$ cat src/rtl/ysyx_22050019_lsu.sv
// ysyx_22050019_lsu: memory-access stage, ALU pass-through plus valid/ready load/store bus transaction
// Ports: clk, rst_n (sync, active-high); EX/MEM inputs (ex_valid_i, pc_i, inst_i, commite_i, reg_we_i,
// reg_waddr_i, alu_result_i, mem_ren_i, mem_wen_i, mem_funct3_i, store_data_i); bus request
// (req_valid_o, req_ready_i, req_addr_o, req_wen_o, req_wdata_o, req_wstrb_o) and response
// (resp_valid_i, resp_rdata_i); mem_wb_stall_o, misalign_o; writeback bundle to MEM/WB
// (pc_o, inst_o, commite_o, reg_we_wbu_o, reg_waddr_wbu_o, reg_wdata_wbu_o).
// Option: define YSYX_22050019_LSU_MISALIGN_CHK_EN to trap misaligned H/W/D accesses instead of issuing them.
module ysyx_22050019_lsu #(
  parameter int XLEN = 64
) (
  input  logic            clk,
  input  logic            rst_n,
  input  logic            ex_valid_i,
  input  logic [XLEN-1:0] pc_i,
  input  logic [31:0]     inst_i,
  input  logic            commite_i,
  input  logic            reg_we_i,
  input  logic [4:0]      reg_waddr_i,
  input  logic [XLEN-1:0] alu_result_i,
  input  logic            mem_ren_i,
  input  logic            mem_wen_i,
  input  logic [2:0]      mem_funct3_i,
  input  logic [XLEN-1:0] store_data_i,
  output logic            req_valid_o,
  input  logic            req_ready_i,
  output logic [XLEN-1:0] req_addr_o,
  output logic            req_wen_o,
  output logic [XLEN-1:0] req_wdata_o,
  output logic [7:0]      req_wstrb_o,
  input  logic            resp_valid_i,
  input  logic [XLEN-1:0] resp_rdata_i,
  output logic            mem_wb_stall_o,
  output logic            misalign_o,
  output logic [XLEN-1:0] pc_o,
  output logic [31:0]     inst_o,
  output logic            commite_o,
  output logic            reg_we_wbu_o,
  output logic [4:0]      reg_waddr_wbu_o,
  output logic [XLEN-1:0] reg_wdata_wbu_o
);
  localparam logic [1:0] IDLE = 2'd0, REQ = 2'd1, WAIT = 2'd2, DONE = 2'd3;
  logic [1:0] state, state_nxt;
  logic [XLEN-1:0] pc_q, addr_q, sdata_q, rdata_q, shifted, load_val;
  logic [31:0] inst_q;
  logic [4:0] waddr_q;
  logic [2:0] f3_q, off;
  logic [7:0] strb_base;
  logic commite_q, we_q, ren_q, wen_q, mis_q, start, mis, idle, busy, done;
  assign idle = state == IDLE;
  assign busy = state == REQ || state == WAIT;
  assign done = state == DONE;
  assign start = idle && ex_valid_i && (mem_ren_i || mem_wen_i);
`ifdef YSYX_22050019_LSU_MISALIGN_CHK_EN
  assign mis = mem_funct3_i[1:0] == 2'd1 ? alu_result_i[0] :
               mem_funct3_i[1:0] == 2'd2 ? |alu_result_i[1:0] :
               mem_funct3_i[1:0] == 2'd3 ? |alu_result_i[2:0] : 1'b0;
  assign misalign_o = done && mis_q;
`else
  assign mis = 1'b0;
  assign misalign_o = 1'b0;
`endif
  // A trapped misaligned access has nothing to put on the bus, so it jumps straight to DONE.
  assign state_nxt = idle ? (start ? (mis ? DONE : REQ) : IDLE) :
                     state == REQ ? (req_ready_i ? WAIT : REQ) :
                     state == WAIT ? (resp_valid_i ? DONE : WAIT) : IDLE;
  always_ff @(posedge clk) begin
    if (rst_n) begin
      state <= IDLE;
      pc_q <= '0;
      inst_q <= '0;
      commite_q <= 1'b0;
      we_q <= 1'b0;
      waddr_q <= '0;
      addr_q <= '0;
      ren_q <= 1'b0;
      wen_q <= 1'b0;
      f3_q <= '0;
      sdata_q <= '0;
      rdata_q <= '0;
      mis_q <= 1'b0;
    end else begin
      state <= state_nxt;
      if (start) begin
        pc_q <= pc_i;
        inst_q <= inst_i;
        commite_q <= commite_i;
        we_q <= reg_we_i;
        waddr_q <= reg_waddr_i;
        addr_q <= alu_result_i;
        ren_q <= mem_ren_i;
        wen_q <= mem_wen_i;
        f3_q <= mem_funct3_i;
        sdata_q <= store_data_i;
        mis_q <= mis;
      end
      if (state == WAIT && resp_valid_i) rdata_q <= resp_rdata_i;
    end
  end
  assign off = addr_q[2:0];
  assign strb_base = f3_q[1:0] == 2'd0 ? 8'h01 : f3_q[1:0] == 2'd1 ? 8'h03 :
                     f3_q[1:0] == 2'd2 ? 8'h0F : 8'hFF;
  // Request fields are zero outside REQ so the bus sees a quiet interface between transfers.
  assign req_valid_o = state == REQ;
  assign req_addr_o = req_valid_o ? {addr_q[XLEN-1:3], 3'b000} : '0;
  assign req_wen_o = req_valid_o && wen_q;
  assign req_wstrb_o = req_valid_o ? strb_base << off : 8'h00;
  assign req_wdata_o = req_valid_o ? sdata_q << {off, 3'b000} : '0;
  assign shifted = rdata_q >> {off, 3'b000};
  assign load_val = f3_q == 3'b000 ? {{(XLEN-8){shifted[7]}}, shifted[7:0]} :
                    f3_q == 3'b001 ? {{(XLEN-16){shifted[15]}}, shifted[15:0]} :
                    f3_q == 3'b010 ? {{(XLEN-32){shifted[31]}}, shifted[31:0]} :
                    f3_q == 3'b100 ? {{(XLEN-8){1'b0}}, shifted[7:0]} :
                    f3_q == 3'b101 ? {{(XLEN-16){1'b0}}, shifted[15:0]} :
                    f3_q == 3'b110 ? {{(XLEN-32){1'b0}}, shifted[31:0]} : shifted;
  assign mem_wb_stall_o = start || busy;
  // In IDLE the bundle follows the inputs; once a memory access is latched it follows the latched copy.
  assign pc_o = idle ? (ex_valid_i ? pc_i : '0) : pc_q;
  assign inst_o = idle ? (ex_valid_i ? inst_i : 32'h0) : inst_q;
  assign reg_waddr_wbu_o = idle ? (ex_valid_i ? reg_waddr_i : 5'h0) : waddr_q;
  assign reg_wdata_wbu_o = idle ? (ex_valid_i ? alu_result_i : '0) : (ren_q ? load_val : addr_q);
  assign commite_o = idle ? ex_valid_i && commite_i && !start : done && commite_q;
  assign reg_we_wbu_o = idle ? ex_valid_i && reg_we_i && !start : done && we_q && !mis_q;
endmodule

$ cat config.mk
export PLATFORM = sky130hd
export DESIGN_NAME = ysyx_22050019_lsu
export DESIGN_NICKNAME = d
export VERILOG_FILES = /design/src/rtl/ysyx_22050019_lsu.sv
export SDC_FILE = /design/constraint.sdc
export NUM_CORES = 1
export LEC_CHECK = 0
export BUFFER_PORTS_ARGS = -buffer_cell sky130_fd_sc_hd__buf_2
export CAP_MARGIN = 40
export CORE_ASPECT_RATIO = 1.2
export CORE_MARGIN = 8
export CORE_UTILIZATION = 25
export DETAILED_ROUTE_END_ITERATION = 8
export PLACE_DENSITY_LB_ADDON = 0.1
export SLEW_MARGIN = 20
export SYNTH_ARGS = -nofsm -noshare
export SYNTH_HDL_FRONTEND = slang
export SYNTH_SLANG_ARGS = --single-unit
export TNS_END_PERCENT = 5
$ cat constraint.sdc
create_clock -name clk -period 2.3 [get_ports clk]
set_clock_uncertainty 0.15 [all_clocks]
set_input_delay 0.345 -clock clk [delete_from_list [all_inputs] [get_ports clk]]
set_output_delay 0.345 -clock clk [all_outputs]
set_load 0.02 [all_outputs]
==> results by group, run 1 <==
Clocking
  – Worst-skew pair later-pin latency: 0.55 ns
  – Number of CTS-inserted buffers: 40
  – Root Driver: clkbuf_16
  – H-tree levels: 2
  – TritonCTS Sinks: 302
  – Maximum root-to-sink buffer count: 3
  – CTS tree: done
  – Reg clk slew, reported paths: 0.06 ns

Worst setup path
  – Worst Path Class, Setup: flip-flop to primary output
  – CP Launch Type: flip-flop
  – Critical Path End Type: primary output
  – Worst Path Arrival: 2.52 ns
  – Critical Path RT: 1.80 ns
  – Crit path max fanout: 14

Cells and area
  – Most common cell after layout, fill and taps aside: nand2_1
  – Share of cells above drive strength 1: 34.45%
  – Sequential cell area: 6062 um^2
  – Fillers: 7,372
  – Commonest non-fill, non-tap cells in the layout: nand2_1, buf_2, a21oi_1, dlygate4sd3_1, buf_4
  – Total Nets Final: 3,757
  – Footprint of the multi-input gates: 11,240 um^2
  – Synthesis-to-layout area growth: 66.47%
  – Layout Cells excl Fill: 4,424

Synthesis
  – FFs w/ async S/R, synth: 0%
  – Yosys top cell by area: dfxtp_1
  – EDFF count, synth: 0
  – Post-Synthesis Cells: 2,474
  – Netlist cell types: 55
  – Ys flop type: dfxtp_1
  – Area share of the largest cell type after synthesis: 33.76%
  – Mean post-synth cell area: 7.238 um^2
  – YS warnings: 0
  – Register area share after synthesis: 33.76%
  – Ranking of synthesized cells by area: dfxtp_1, nand2_1, a21oi_1
  – Post-synthesis register bit count: 302
  – Mapped Area: 17,910 um^2

STA
  – Setup WS post-layout: -0.7135 ns
  – Final setup violation count: 289
  – Period minus WS final: 3.013 ns
  – Slew HR: 58.90%
  – Max frequency: 331.8 MHz
  – Final Hold Fails: 0
  – RSZ-0062 raised after global routing: true
  – Final worst-path cycle share: 131.0%
  – Slew at the pin closest to its max-slew limit: 0.6164 ns
  – Count of final max-slew check failures: 0

Power and ir drop
  – PD cells: 548.8 nW/um^2
  – Pleak: 12.15 nW
  – Worst vdd ir: 0.6300 mV

Placed design
  – Detailed Place HPWL: 72.41 mm
  – Pre-CTS WS: -0.3105 ns
  – # placed instances: 4,005
  – RePlAce Congestion: 0.9088
  – PortBufs: 607

Detailed routing
  – DR pass1 iterations: 6
  – Wire per inst: 21.83 um
  – Initial DRC Count: 1,663
  – Via density: 4.935
  – DRC: 0
  – Post-route ant nets: 0
  – Final WL: 96.57 mm
  – Vias: 21.83k

Floorplan
  – Row count: 107
  – Die width: 260.3 um
  – Core Area: 70,960 um^2
  – DIE AREA: 80,480 um^2
  – Starting Density: 25.24%
  – Chip Height: 309.2 um
  – I/O pins: 612

Status
  – Status: finished with violations
  – Failing checks: setup timing

Global routing
  – Vias in the first global route: 21.98k
  – Met2 Use GR: 37.87%
  – Antenna violations before repair: 26
  – M1 GR Usage: 28.71%
  – Met3 Track Usage GR: 5.013%
  – Largest net degree at the start of global routing: 110
  – GRT Residual Overflow: 0
  – Grt peak-use layer: met2
  – Global Route Usage Sum: 22.50%
  – First-pass GRT wire length: 140.5 mm

Hold path
  – Hold Path Class: input port to flip-flop

Run
  – Max Cap Viol: 0
per-layer routing:
metal,vias to the layer above,wire [um]
met1,10530,41430
li1,10400,-
met4,16,2526
met5,-,108
met2,744,46270
met3,140,6227
critical path, stage by stage (launching register included):
cell	delay, ns
dfxtp_4	0.40
buf_12	0.18
mux2i_2	0.16
mux2i_1	0.29
nand2_1	0.17
and3_4	0.21
o31ai_2	0.23
buf_4	0.16
buf_2	0.16
path summary, 6_finish.rpt:
check | start | end | slack, ns | cells after the start
setup / recovery | addr_q[1] | reg_wdata_wbu_o[3] | -0.71 | 8
hold / removal | rst_n | pc_q[33] | 0.07 | 2
setup reg to reg | state[0] | addr_q[42] | -0.01 | 10
hold reg to reg | inst_q[8] | inst_q[8] | 0.30 | 2
logic make-up after synthesis:
family	synth area share, %
simple gates	23.58
compound gates	21.60
buf+inv	8.155
flops	33.76
mux	12.60
fa+ha+maj	0.2795
other cells	0.02094
per-stage QoR:
stage	area, um^2	TNS (ns)	hold WS (ns)	power [mW]	util [%]
2_1_floorplan	17920	-1.476	0.2817	7.514	-
3_3_place_gp	23410	-12.71	0.2910	9.001	32.99
3_5_place_dp	23410	-13.83	0.2983	9.023	32.99
4_1_cts	28680	-133.72	0.03249	16.38	40.41
5_1_grt	29790	-145.92	0.06126	17.10	41.98
6_report	29810	-110.47	0.06765	16.36	42.01
where the power goes:
part	total (mW)	internal, mW	switching (mW)
combinational	4.02	1.82	2.20
sequential	5.71	5.48	0.230
clock	6.63	4.00	2.62
total	16.4	11.3	5.05
area by class of cell:
class | instances | share of cell area (%)
Multi-Input combinational cell | 1837 | 37.70
Inverter | 109 | 1.389
Clock inverter | 14 | 0.5835
Clock buffer | 58 | 4.063
Tap cell | 926 | 3.887
Antenna cell | 20 | 0.1679
Timing Repair Buffer | 1158 | 31.87
Sequential cell | 302 | 20.34
synthesized netlist by cell type, types with 2 or more instances:
cell       instances
clkbuf_1         146
buf_4             21
and3_1            11
a211oi_1          15
mux2_2            25
inv_1            108
o211ai_1          26
nor2_1           108
o21bai_1           2
or2_2              2
o2bb2ai_1          7
mux2_1             2
o22ai_1            6
buf_1             12
o31ai_2            9
buf_6              8
and2_1            89
buf_2             42
o22ai_2            2
ha_1               4
a22o_1             8
o21ai_0          150
o221ai_1           8
dfxtp_1          302
o31ai_1            6
nand2b_1           6
mux4_2            52
nor3_1             5
a22oi_1           48
nand3_1          116
a32o_1             3
nor2b_1           10
a2111oi_0          2
nand2_1          642
a31oi_1            2
mux2i_1           78
a21oi_1          373
sequential cells by signal (all words and copies together), names as in the netlist:
signal,cells
addr_q,64
pc_q,64
rdata_q,64
sdata_q,64
inst_q,32
waddr_q,5
f3_q,3
state,2
commite_q,1
ren_q,1
we_q,1
wen_q,1
repair_timing:
action | CTS | global route
hold endpoints to repair | 302 | 0
gates resized for setup | 232 | 297
cloned | 1 | 4
buffers inserted | 7 | 15
setup endpoints to repair | 350 | 415
pin swaps | 14 | 23
hold buffers | 302 | 0
No activity file was read; power rests on OpenSTA's default activity.
==> run 2, diff against run 1 <==
==> constraint.sdc (replaced) <==
create_clock -name clk -period 2.3 [get_ports clk]
set_clock_uncertainty 0.15 [all_clocks]
set_input_delay 0.345 -clock clk [delete_from_list [all_inputs] [get_ports clk]]
set_output_delay 0.345 -clock clk [all_outputs]
set_load 0.01 [all_outputs]
==> results by group, run 2 (synthesized netlist as in run 1, its figures left out) <==
Clocking
  – Worst-skew pair later-pin latency: 0.56 ns (about the same)
  – Reg clk slew, reported paths: 0.06 ns (about the same)
  – H-tree levels: 2 (unchanged)
  – Number of CTS-inserted buffers: 40 (unchanged)
  – TritonCTS Sinks: 302 (unchanged)
  – CTS tree: done
  – Root Driver: clkbuf_16
  – Maximum root-to-sink buffer count: 3 (unchanged)

Detailed routing
  – Wire per inst: 21.83 um (about the same)
  – DR pass1 iterations: 5 (-1)
  – DRC: 0 (unchanged)
  – Vias: 21.83k (-0.0046%)
  – Initial DRC Count: 1,671 (+0.48%)
  – Post-route ant nets: 0 (unchanged)
  – Final WL: 96.53 mm (about the same)
  – Via density: 4.938 (about the same)

STA
  – Post-Route Setup TNS: -108.46 ns (+2.007 ns)
  – Final worst-path cycle share: 133.8% (+2.8 points)
  – Period minus WS final: 3.077 ns (+0.06397 ns)
  – Max frequency: 324.9 MHz (-2.1%)
  – Final setup violation count: 240 (-17%)
  – Final Hold Fails: 0 (unchanged)
  – Setup WS post-layout: -0.7775 ns (-0.06397 ns)
  – Count of final max-slew check failures: 0 (unchanged)
  – RSZ-0062 raised after global routing: true

Floorplan
  – Starting Density: 25.24% (unchanged)
  – Core Area: 70,960 um^2 (unchanged)
  – Row count: 107 (unchanged)
  – DIE AREA: 80,480 um^2 (unchanged)
  – Chip Height: 309.2 um (unchanged)
  – I/O pins: 612 (unchanged)
  – Die width: 260.3 um (unchanged)

Cells and area
  – Synthesis-to-layout area growth: 61.32%
  – Fillers: 7,436 (+0.87%)
  – Share of cells above drive strength 1: 32.05% (-2.4 points)
  – Footprint of the multi-input gates: 11,010 um^2 (-2.1%)
  – Total Nets Final: 3,766 (+0.24%)
  – Most common cell after layout, fill and taps aside: nand2_1
  – Sequential cell area: 6062 um^2 (unchanged)
  – Layout Cells excl Fill: 4,421 (-0.068%)
  – Commonest non-fill, non-tap cells in the layout: nand2_1, buf_2, a21oi_1, dlygate4sd3_1, dfxtp_1

Worst setup path
  – CP Launch Type: flip-flop
  – Worst R2R End: addr_q[35]
  – Register-to-Register Path Depth: 9 (-1)
  – Critical Path End Type: primary output
  – Worst Setup SP: addr_q[1]
  – Worst Path Class, Setup: flip-flop to primary output
  – FF-to-FF setup slack: 0.08 ns (+0.09 ns)
  – Crit path capture: reg_wdata_wbu_o[36]
  – Crit path max fanout: 8 (-6)
  – Worst R2R Start: state[0]
  – Worst Path Arrival: 2.58 ns (+0.06 ns)
  – Critical Path RT: 1.80 ns (about the same)

Global routing
  – Largest net degree at the start of global routing: 105 (-4.5%)
  – First-pass GRT wire length: 141.9 mm (+1.0%)
  – Global Route Usage Sum: 22.61% (+0.12 points)
  – Antenna violations before repair: 20 (-23%)
  – Vias in the first global route: 22.01k (+0.11%)
  – GRT Residual Overflow: 0 (unchanged)

Power and ir drop
  – Pleak: 12.09 nW (-0.53%)
  – Worst vdd ir: 0.5995 mV (-4.9%)
  – PD cells: 541.2 nW/um^2 (-1.4%)

Hold path
  – Hold Path Class: input port to flip-flop

Placed design
  – PortBufs: 607 (unchanged)
  – RePlAce Congestion: 0.9120 (+0.35%)
  – # placed instances: 4,002 (-0.075%)
  – Detailed Place HPWL: 72.67 mm (+0.36%)

Status
  – Status: finished with violations
  – Failing checks: setup timing

Run
  – Max Cap Viol: 0 (unchanged)
run 2: cell count changes in the layout (fill, tap and decap cells not counted), sizes merged:
cell and change:
dlygate4sd3 +17, clkbuf -6, bufinv -1, clkinv -3
diode -7, buf -3
run 2: cell type report:
type | instances | area share, %
Tap cell | 926 | 4.011
Multi-Input combinational cell | 1837 | 38.11
Clock buffer | 57 | 4.041
Timing Repair Buffer | 1167 | 30.92
Antenna cell | 13 | 0.1126
Inverter | 109 | 1.416
Clock inverter | 10 | 0.4072
Sequential cell | 302 | 20.99
run 2: how the worst min path moves through the flow:
stage / startpoint / to / slack [ns] / depth (start not counted)
final: resp_valid_i / rdata_q[25] / 0.12 / 4
after global routing: resp_valid_i / rdata_q[24] / 0.14 / 4
after CTS: resp_valid_i / rdata_q[25] / 0.21 / 4
after detailed placement: pc_q[3] / pc_q[3] / 0.30 / 2
after global placement: commite_q / commite_q / 0.29 / 2
after floorplan: wen_q / wen_q / 0.28 / 2
run 2: per-stage QoR:
| step | setup slack (ns) | power [mW] | instance area, um^2 | util, % | hold WS, ns |
|---|---|---|---|---|---|
| 5_1_grt | -0.8411 | 16.41 | 28880 | 40.69 | 0.1353 |
| 4_1_cts | -0.8005 | 15.78 | 28300 | 39.89 | 0.2117 |
| 3_5_place_dp | -0.2952 | 8.791 | 23300 | 32.84 | 0.2967 |
| 6_report | -0.7775 | 15.63 | 28890 | 40.71 | 0.1241 |
| 3_3_place_gp | -0.2666 | 8.766 | 23300 | 32.83 | 0.2912 |
| 2_1_floorplan | 0.01968 | 7.308 | 17920 | - | 0.2817 |
run 2: critical path, stage by stage, from the launching register on:
cell,delay (ns)
dfxtp_4,0.45
mux2_4,0.35
o22a_1,0.23
and4_4,0.20
o21ai_4,0.25
buf_6,0.15
buf_12,0.12
o211ai_1,0.10
buf_2,0.16
run 2: metal layers:
metal / share of wire (%) / vias up / track usage (%)
li1: - / 10400 / -
met2: 48 / 790 / 38.58
met4: 2.3 / 12 / 5.164
met5: 0.079 / - / 0
met1: 43 / 10490 / 29.18
met3: 6.5 / 139 / 4.524
run 2: report_power, final:
part	total, mW	internal, mW	switching (mW)
Clock	6.32	3.74	2.58
Combinational	3.61	1.67	1.94
Sequential	5.71	5.48	0.226
Total	15.6	10.9	4.75
run 2: repair_timing:
action,CTS,global route
hold buffers,319,0
pin swaps,8,16
setup endpoints to repair,351,433
endpoints found under the hold margin,302,0
cloned,3,2
buffers inserted,8,10
gates resized for setup,114,111
==> run 3, diff against run 2 <==
--- a/config.mk
+++ b/config.mk
@@ -5,11 +5,11 @@
 export SDC_FILE = /design/constraint.sdc
 export NUM_CORES = 1
 export LEC_CHECK = 0
+export ABC_AREA = 1
 export BUFFER_PORTS_ARGS = -buffer_cell sky130_fd_sc_hd__buf_2
 export CAP_MARGIN = 40
-export CORE_ASPECT_RATIO = 1.2
 export CORE_MARGIN = 8
-export CORE_UTILIZATION = 25
+export CORE_UTILIZATION = 31
 export DETAILED_ROUTE_END_ITERATION = 8
 export PLACE_DENSITY_LB_ADDON = 0.1
 export SLEW_MARGIN = 20
==> results by group, run 3 <==
Status
  – Status: finished with violations
  – Failing checks: setup timing

Floorplan
  – Row count: 87 (-19%)
  – DIE AREA: 64,450 um^2 (-20%)
  – Die width: 253.9 um (-2.5%)
  – Core Area: 56,170 um^2 (-21%)
  – Starting Density: 31.23% (+6.0 points)
  – I/O pins: 612 (unchanged)
  – Chip Height: 253.9 um (-18%)

Worst setup path
  – CP Launch Type: flip-flop
  – Critical Path RT: 1.80 ns (about the same)
  – Worst Path Arrival: 2.30 ns (-0.28 ns)
  – Crit path max fanout: 9 (+1)
  – Worst Path Class, Setup: flip-flop to primary output
  – Critical Path End Type: primary output

Cells and area
  – Share of cells above drive strength 1: 26.37% (-5.7 points)
  – Total Nets Final: 4,065 (+7.9%)
  – Synthesis-to-layout area growth: 56.40%
  – Commonest non-fill, non-tap cells in the layout: nand2_1, buf_2, inv_1, o21ai_0, nor2_1
  – Most common cell after layout, fill and taps aside: nand2_1

Synthesis
  – Register area share after synthesis: 34.47% (+0.70 points)
  – YS warnings: 0 (unchanged)
  – Mean post-synth cell area: 6.135 um^2 (-15%)
  – Mapped Area: 17,540 um^2 (-2.0%)
  – Post-synthesis register bit count: 302 (unchanged)
  – Most frequent cell after synthesis: nand2_1
  – Ys flop type: dfxtp_1
  – Post-synth top cells: nand2_1, o21ai_0, inv_1
  – Yosys top cell by area: dfxtp_1
  – Post-Synthesis Cells: 2,859 (+16%)
  – Area share of the largest cell type after synthesis: 34.47% (+0.70 points)
  – Netlist cell types: 36 (-35%)
  – Ranking of synthesized cells by area: dfxtp_1, nand2_1, o21ai_0
  – EDFF count, synth: 0 (unchanged)
  – FFs w/ async S/R, synth: 0% (unchanged)

STA
  – Setup WS post-layout: -0.4931 ns (+0.2844 ns)
  – Final Hold Fails: 0 (unchanged)
  – RSZ-0062 raised after global routing: true
  – Post-Route Setup TNS: -61.50 ns (+46.96 ns)
  – Max frequency: 358.0 MHz (+10%)
  – Slew at the pin closest to its max-slew limit: 0.6425 ns
  – Count of final max-slew check failures: 0 (unchanged)
  – Final setup violation count: 240 (unchanged)
  – Final worst-path cycle share: 121.4% (-12 points)
  – Period minus WS final: 2.793 ns (-0.2844 ns)
  – Slew HR: 57.16%

Clocking
  – Worst-skew pair later-pin latency: 0.55 ns (about the same)
  – Root Driver: clkbuf_16
  – TritonCTS Sinks: 302 (unchanged)
  – H-tree levels: 2 (unchanged)
  – Maximum root-to-sink buffer count: 3 (unchanged)
  – Number of CTS-inserted buffers: 38 (-5.0%)
  – CTS tree: done
  – Reg clk slew, reported paths: 0.06 ns (about the same)

Global routing
  – Largest net degree at the start of global routing: 103 (-1.9%)
  – Antenna violations before repair: 4 (-80%)
  – GRT Residual Overflow: 0 (unchanged)
  – Vias in the first global route: 23.00k (+4.5%)
  – First-pass GRT wire length: 134.6 mm (-5.2%)
  – Global Route Usage Sum: 26.53% (+3.9 points)

Detailed routing
  – DR pass1 iterations: 6 (+1)
  – Vias: 22.72k (+4.1%)
  – Initial DRC Count: 1,643 (-1.7%)
  – Wire per inst: 19.81 um (-9.2%)
  – Post-route ant nets: 0 (unchanged)
  – Final WL: 90.04 mm (-6.7%)
  – DRC: 0 (unchanged)
  – Via density: 4.999 (+1.2%)

Placed design
  – Detailed Place HPWL: 67.75 mm (-6.8%)
  – RePlAce Congestion: 0.9339 (+2.4%)
  – PortBufs: 607 (unchanged)
  – Pre-CTS WS: -0.1025 ns (+0.1927 ns)

Power and ir drop
  – PD cells: 609.7 nW/um^2 (+13%)
  – Clk network pwr share: 37.6% (-2.8 points)
  – Internal power: 11.37 mW (+4.5%)
  – Sw frac: 32.01% (+1.7 points)
  – Sequential fraction of design power: 34.5% (-2.0 points)
  – Worst vdd ir: 0.5021 mV (-16%)
  – Comb power frac: 27.9% (+4.8 points)
  – Switch Pwr: 5.354 mW (+13%)
  – Pleak: 13.08 nW (+8.2%)

Run
  – Max Cap Viol: 0 (unchanged)

Hold path
  – Hold Path Class: input port to flip-flop
==> run 3: cell types whose count changed in the layout (fill, tap and decap cells not counted), moves of 29 or more <==
cell,change
inv_1,+218
nor2_1,+200
o21ai_0,+169
a21oi_1,-161
a211oi_1,+146
nand2_1,+112
and2_1,-83
mux2i_1,-66
mux4_2,-52
nand2_2,+37
dlygate4sd3_1,-35
a21oi_2,-32
a22oi_1,-32
o21ai_1,+29
==> run 3: cell type report <==
cell class | instances | area, um^2
multi-input combinational | 1991 | 9639
antenna | 3 | 7.507
fill | 5845 | 28740
clock inverter | 14 | 176.4
inverter | 342 | 1320
tap | 756 | 945.9
clock buffer | 55 | 1119
timing repair buffer | 1080 | 8155
timing repair inverter | 1 | 6.256
sequential | 302 | 6063
==> run 3: critical path, cell delays in order (launching register included) <==
cell     delay [ns]
dfxtp_4        0.47
buf_12         0.17
buf_4          0.12
nand2_1        0.08
o21ai_4        0.09
buf_4          0.13
nand3_1        0.16
nand2_1        0.12
nand2_1        0.07
nand2_1        0.09
nand2_1        0.05
nand2_1        0.06
buf_2          0.13
==> run 3: through the flow <==
step | hold WS, ns | cells | util [%] | power (mW) | cell area, um^2
after global placement | 0.2895 | 4173 | 39.74 | 9.765 | 22320
after floorplan | 0.2803 | 2862 | - | 7.932 | 17550
after global routing | 0.02441 | 4543 | 48.84 | 17.54 | 27430
final | 0.01007 | 4544 | 48.84 | 16.72 | 27430
after CTS | 0.001213 | 4537 | 48.25 | 16.80 | 27100
after detailed placement | 0.2987 | 4173 | 39.74 | 9.787 | 22320
==> run 3: layer usage <==
metal	GRT usage, %	wire (um)
met3	4.877	5361
met5	0	12
met2	46.51	44180
met1	31.17	36220
met4	12.14	4265
==> run 3: path summary, 6_finish.rpt <==
path | startpoint | end | slack [ns] | cells after the start
setup / recovery | addr_q[0] | reg_wdata_wbu_o[50] | -0.49 | 12
hold / removal | store_data_i[31] | sdata_q[31] | 0.01 | 3
setup reg to reg | state[0] | inst_q[15] | 0.17 | 9
hold reg to reg | inst_q[4] | inst_q[4] | 0.31 | 2
==> run 3: timing repair <==
| item | 4_1_cts | 5_1_grt |
|---|---|---|
| pin swaps | 4 | 10 |
| buffers inserted | 6 | 1 |
| gates resized for setup | 182 | 76 |
| hold endpoints to repair | 284 | 0 |
| setup endpoints to repair | 295 | 295 |
| cloned | 5 | 3 |
| hold buffers | 284 | 0 |
==> run 3: power by group through the flow <==
stage                     sequential (mW)  clock [mW]  combinational [mW]
after global routing                 5.80        6.67                5.08
final                                5.76        6.30                4.67
after global placement               5.86           0                3.91
after CTS                            5.76        6.49                4.55
after detailed placement             5.86           0                3.92
after floorplan                      5.81           0                2.12
==> run 3: cells by family (layout without fill, tap and decap cells) <==
family,count (synthesis),count (layout),share of synthesized area [%]
simple gates,1220,1220,27.23
other cells,1,7,0.02138
flops,302,302,34.47
fa+ha+maj,4,4,0.2853
compound gates,763,763,24.69
buf+inv,569,1492,13.30
